File: config.mk
export PLATFORM = sky130hd
export DESIGN_NAME = score_frame_accum
export DESIGN_NICKNAME = d
export VERILOG_FILES = /design/src/rtl/score_frame_accum.sv
export SDC_FILE = /design/constraint.sdc
export NUM_CORES = 1
export LEC_CHECK = 0
export CORE_ASPECT_RATIO = 0.5
export CORE_MARGIN = 5
export CORE_UTILIZATION = 39
export DETAILED_ROUTE_END_ITERATION = 8
export MAX_ROUTING_LAYER = met4
export PLACE_DENSITY_LB_ADDON = 0.3
export SLEW_MARGIN = 30
export SYNTH_ARGS = -nofsm -noshare
export SYNTH_HDL_FRONTEND = slang
export SYNTH_SLANG_ARGS = --single-unit
File: constraint.sdc
create_clock -name clk -period 3.05 [get_ports clk]
set_clock_uncertainty 0.1 [all_clocks]
set_input_delay 0.4575 -clock clk [delete_from_list [all_inputs] [get_ports clk]]
set_output_delay 0.4575 -clock clk [all_outputs]
set_load 0.02 [all_outputs]
File: src/rtl/score_frame_accum.sv
// score_frame_accum: accumulates FRAME_LEN unsigned score samples into a
// saturating sum, peak and sticky saturation flag, then holds the result
// behind a valid/ready handshake.
//
// Ports:
//   clk, rst_n            clock, asynchronous active-low reset
//   clear                 synchronous abort of partial frame / held result
//   in_valid, in_ready    sample handshake (in_ready depends on state only)
//   in_data [W]           unsigned score sample
//   out_valid, out_ready  result handshake
//   out_sum [ACC_W]       saturating frame sum
//   out_peak [W]          largest sample of the frame
//   out_sat               sum saturated during the frame
module score_frame_accum #(
  parameter int unsigned W         = 8,
  parameter int unsigned FRAME_LEN = 8,
  parameter int unsigned ACC_W     = 16
) (
  input  logic             clk,
  input  logic             rst_n,
  input  logic             clear,
  input  logic             in_valid,
  output logic             in_ready,
  input  logic [W-1:0]     in_data,
  output logic             out_valid,
  input  logic             out_ready,
  output logic [ACC_W-1:0] out_sum,
  output logic [W-1:0]     out_peak,
  output logic             out_sat
);

  localparam int unsigned CNT_W = $clog2(FRAME_LEN + 1);

  typedef enum logic [1:0] {IDLE, ACCUM, HOLD} state_t;

  state_t             state, state_d;
  logic [CNT_W-1:0]   count, count_d;
  logic [ACC_W-1:0]   sum, sum_d;
  logic [W-1:0]       peak, peak_d;
  logic               sat, sat_d;
  logic [ACC_W-1:0]   out_sum_d;
  logic [W-1:0]       out_peak_d;
  logic               out_sat_d;
  logic               accept;
  logic [ACC_W:0]     sum_ext;
  logic [ACC_W-1:0]   sum_acc;
  logic [W-1:0]       peak_acc;
  logic [CNT_W-1:0]   count_inc;

  // in_ready is a registered decode of state, so accept never depends on out_ready
  assign accept    = in_valid & in_ready;
  // Top bit of the widened add flags overflow of the ACC_W-bit sum
  assign sum_ext   = {1'b0, sum} + (ACC_W + 1)'(in_data);
  assign sum_acc   = sum_ext[ACC_W] ? {ACC_W{1'b1}} : sum_ext[ACC_W-1:0];
  assign peak_acc  = (in_data > peak) ? in_data : peak;
  assign count_inc = count + CNT_W'(1);

  // Next-state and datapath update
  always_comb begin
    state_d    = state;
    count_d    = count;
    sum_d      = sum;
    peak_d     = peak;
    sat_d      = sat;
    out_sum_d  = out_sum;
    out_peak_d = out_peak;
    out_sat_d  = out_sat;

    if (clear) begin
      state_d = IDLE;
      count_d = '0;
    end else begin
      case (state)
        IDLE: begin
          if (accept) begin
            sum_d   = ACC_W'(in_data);
            peak_d  = in_data;
            count_d = CNT_W'(1);
            sat_d   = 1'b0;
            state_d = ACCUM;
          end
        end
        ACCUM: begin
          if (accept) begin
            sum_d   = sum_acc;
            peak_d  = peak_acc;
            sat_d   = sat | sum_ext[ACC_W];
            count_d = count_inc;
            if (count_inc == CNT_W'(FRAME_LEN)) begin
              state_d    = HOLD;
              out_sum_d  = sum_acc;
              out_peak_d = peak_acc;
              out_sat_d  = sat | sum_ext[ACC_W];
            end
          end
        end
        HOLD: begin
          if (out_ready) begin
            state_d = IDLE;
            count_d = '0;
          end
        end
        default: begin
          state_d = IDLE;
          count_d = '0;
        end
      endcase
    end
  end

  // State and output registers
  always_ff @(posedge clk or negedge rst_n) begin
    if (!rst_n) begin
      state     <= IDLE;
      count     <= '0;
      sum       <= '0;
      peak      <= '0;
      sat       <= 1'b0;
      out_sum   <= '0;
      out_peak  <= '0;
      out_sat   <= 1'b0;
      out_valid <= 1'b0;
      in_ready  <= 1'b1;
    end else begin
      state     <= state_d;
      count     <= count_d;
      sum       <= sum_d;
      peak      <= peak_d;
      sat       <= sat_d;
      out_sum   <= out_sum_d;
      out_peak  <= out_peak_d;
      out_sat   <= out_sat_d;
      out_valid <= (state_d == HOLD);
      in_ready  <= (state_d != HOLD);
    end
  end

endmodule

==> results of run 1 <==
cell families (layout without fill, tap and decap cells):
kind of cell / after synthesis / in the layout / synth area share, %
buffers and inverters: 26 / 87 / 3.486
multiplexers: 9 / 9 / 3.065
AO/OA/AOI/OAI: 112 / 112 / 22.84
XOR/XNOR: 10 / 10 / 2.682
adder cells (fa/ha/maj): 18 / 18 / 7.126
flip-flops: 58 / 58 / 44.48
AND/OR/NAND/NOR: 105 / 105 / 16.32
sequential cells by signal (all words and copies together), names as in the netlist:
| signal | flops |
|---|---|
| out_sum | 16 |
| sum | 16 |
| out_peak | 8 |
| peak | 8 |
| count | 4 |
| state | 2 |
| in_ready | 1 |
| out_sat | 1 |
| out_valid | 1 |
| sat | 1 |
area by class of cell:
type	count	area share, %
tap	112	3.355
sequential	58	34.78
inverter	12	1.078
multi-input combinational	254	40.86
timing repair buffer	59	13.12
clock inverter	2	0.2397
clock buffer	14	6.561
synth_stat cells, drive strengths merged (2+ instances only):
cell    number
dfrtp       57
nand2       34
a21oi       27
o21ai       23
ha          17
o211ai      17
nand3       16
nor2        14
inv         12
nand4       12
mux2         8
buf          7
clkbuf       7
o22a         7
o31ai        7
nor3         6
o22ai        6
xor2         6
a21o         5
or3          5
a211oi       4
xnor2        4
a31oi        3
a41oi        3
and2         3
and3         3
nor2b        3
a21boi       2
nor4         2
o21a         2
or4          2
placed cells by master (no fill, tap or decap), drive strengths merged, types with 16 or more instances in the layout:
cell / n
dfrtp: 57
clkdlybuf4s50: 38
nand2: 34
a21oi: 27
o21ai: 23
buf: 21
o211ai: 17
ha: 17
nand3: 16
how the worst max path moves through the flow:
stage / end / from / depth (start not counted) / slack [ps]
2_1_floorplan: out_sum[15] / in_data[0] / 8 / 650
5_1_grt: sum[5] / in_data[1] / 8 / 210
3_3_place_gp: peak[2] / in_data[1] / 7 / 60
4_1_cts: peak[6] / in_data[1] / 7 / 390
6_report: peak[6] / in_data[1] / 7 / 390
3_5_place_dp: peak[6] / in_data[1] / 7 / 30
layer usage:
layer,vias to the layer above,wire length (um)
li1,1387,-
met1,1383,4020
met2,55,4031
met3,11,357
met4,0,74
met5,-,0
where the power goes:
part / internal (uW) / leakage (uW) / total [uW] / switching [uW]
Clock: 613 / 0.000143 / 953 / 340
Sequential: 822 / 0.000771 / 864 / 41.9
Combinational: 212 / 0.000902 / 508 / 296
metrics by stage:
stage	worst slack, ps	instance area (um^2)	total power, uW	hold WS [ps]	utilization (%)
2_1_floorplan	649.2	3266	1208	61.91	-
4_1_cts	388.0	4177	2345	65.46	51.65
3_3_place_gp	57.54	3892	1364	356.8	48.14
3_5_place_dp	28.88	3892	1378	356.7	48.14
6_report	392.9	4177	2324	47.19	51.65
5_1_grt	207.1	4177	2466	94.38	51.65
==> impl_metrics.csv, run 1 <==
group,metric,value,unit
run_status,status,"finished clean",
clock_network,cts_hold_buffers,0,
clock_network,cts_buffers,9,
routing,dr.pass1.iters,5,
pwr,power_density,556.5,nW/um^2
synthesis,async_reset_ff_share,100.0,%
critical_path,crit_chain,"clkdlybuf4s50_1 -> ha_1 -> nor2b_4 -> o211a_1 -> o21a_1 -> o31ai_4 -> mux2_2",
job,drv_cap,0,
critical_path,required,3160,ps
global_route,grt.total_usage,18.70,%
layout,antenna_cells,0,
routing,via_count,2836,
clock_network,cts_resized,0,
clock_network,root_buffer,"clkbuf_16",
synthesis,syn_nets,369,
global_route,antenna_found_initial,0,
layout,regArea,1453,um^2
floorplanning,pin_count,40,
clock_network,post_cts_buffers,0,
floorplanning,fp.dieW,139.4,um
critical_path,critPathSlowestCell,"clkdlybuf4s50_1",
floorplanning,rows,23,
clock_network,clk_pin_slew,50,ps
placed_design,dp_hpwl,6.149,mm
synthesis,syn_avg_cell_area,9.662,um^2
global_route,use_met1,22.89,%
sta,tns,0,ps
placed_design,place.gp.congestion,0.8616,
clock_network,clock_path_buffers,2,
pwr,p_leak,0.001815,uW
synthesis,synth_ff_type,"dfrtp_1",
synthesis,synth_edf_count,0,
global_route,grt_pass1_vias,3000,
sta,post-route-period-util,87.12,%
sta,hold_viol,0,
critical_path,start_kind,"input port",
clock_network,clk_latency,330,ps
layout,syn2layout_area_growth,27.89,%
global_route,globalRouteOverflowTotal,0,
critical_path,critPathMaxFanout,8,
critical_path,worst-r2r-cell-count,8,
global_route,grt_first_pass_wirelength,14.75,mm
layout,drive_above_1_share,13.03,%
sta,worst_pin_slew,713.0,ps
critical_path,timing.rr.start,"sum[0]",
sta,max_freq,0.3764,GHz
global_route,gr-usage-met2,29.36,%
sta,grt_setup_unrepaired,"no",
floorplanning,core-area,8087,um^2
pwr,vdd.ir_drop.worst,0.2764,mV
synthesis,synth-seq-cells,58,
layout,multi_input_area,1707,um^2
synthesis,netlist_instances,338,
critical_path,path_buf_inv,1,
floorplanning,die_area,10410,um^2
synthesis,yosys.area.top_type_share,43.68,%
placed_design,dp_cells,495,
layout,nNetsFinal,425,
sta,fin_crit,2657,ps
critical_path,worstReg2RegEnd,"out_sum[7]",
sta,finalMaxSlewViolations,0,
floorplanning,start_util,40.38,%
clock_network,htreeDepth,3,
layout,fillers,707,
worst_hold_path,hold_class,"input port to asynchronous set/reset pin",
synthesis,post-synth-top-area-cell,"dfrtp_1",
critical_path,crit_family,"compound AO/OA/AOI/OAI gates",
synthesis,yosysWarnings,0,
routing,wl,8.484,mm
routing,viasPerCell,5.550,
routing,drtIter0Drc,219,
placed_design,numPortBuffers,39,
clock_network,clock-sinks,58,
synthesis,ys_seq_area_share,44.48,%
global_route,gr-usage-met3,6.409,%
sta,finalSetupViolCount,0,
sta,slew_headroom,52.46,%
global_route,grt.busiest_layer,"met2",
critical_path,endpoint_kind,"flip-flop",
floorplanning,die_h,74.71,um
synthesis,synth.distinct_cells,52,
global_route,grt_max_degree,29,
synthesis,syn_area,3266,um^2
critical_path,ff2ff_setup_slack,590,ps
routing,final_antenna_net_count,0,
routing,drc,0,
critical_path,critPathArrivalTime,2770,ps
critical_path,max_stage_delay,640,ps
synthesis,synthTopCellsByArea,"dfrtp_1 (44%), ha_1 (6.5%), a21oi_1 (4.1%)",
layout,fin_cells,511,
clock_network,cts_tree,"done",
routing,wl_per_cell,16.60,um
critical_path,worstSetupPathType,"input port to flip-flop",
No activity file was read; power rests on OpenSTA's default activity.
==> run 2, diff against run 1 <==
--- a/config.mk
+++ b/config.mk
@@ -5,6 +5,7 @@
 export SDC_FILE = /design/constraint.sdc
 export NUM_CORES = 1
 export LEC_CHECK = 0
+export CAP_MARGIN = 20
 export CORE_ASPECT_RATIO = 0.5
 export CORE_MARGIN = 5
 export CORE_UTILIZATION = 39
==> results of run 2 <==
Final layout, timing and power as in run 1 (identical DEF).
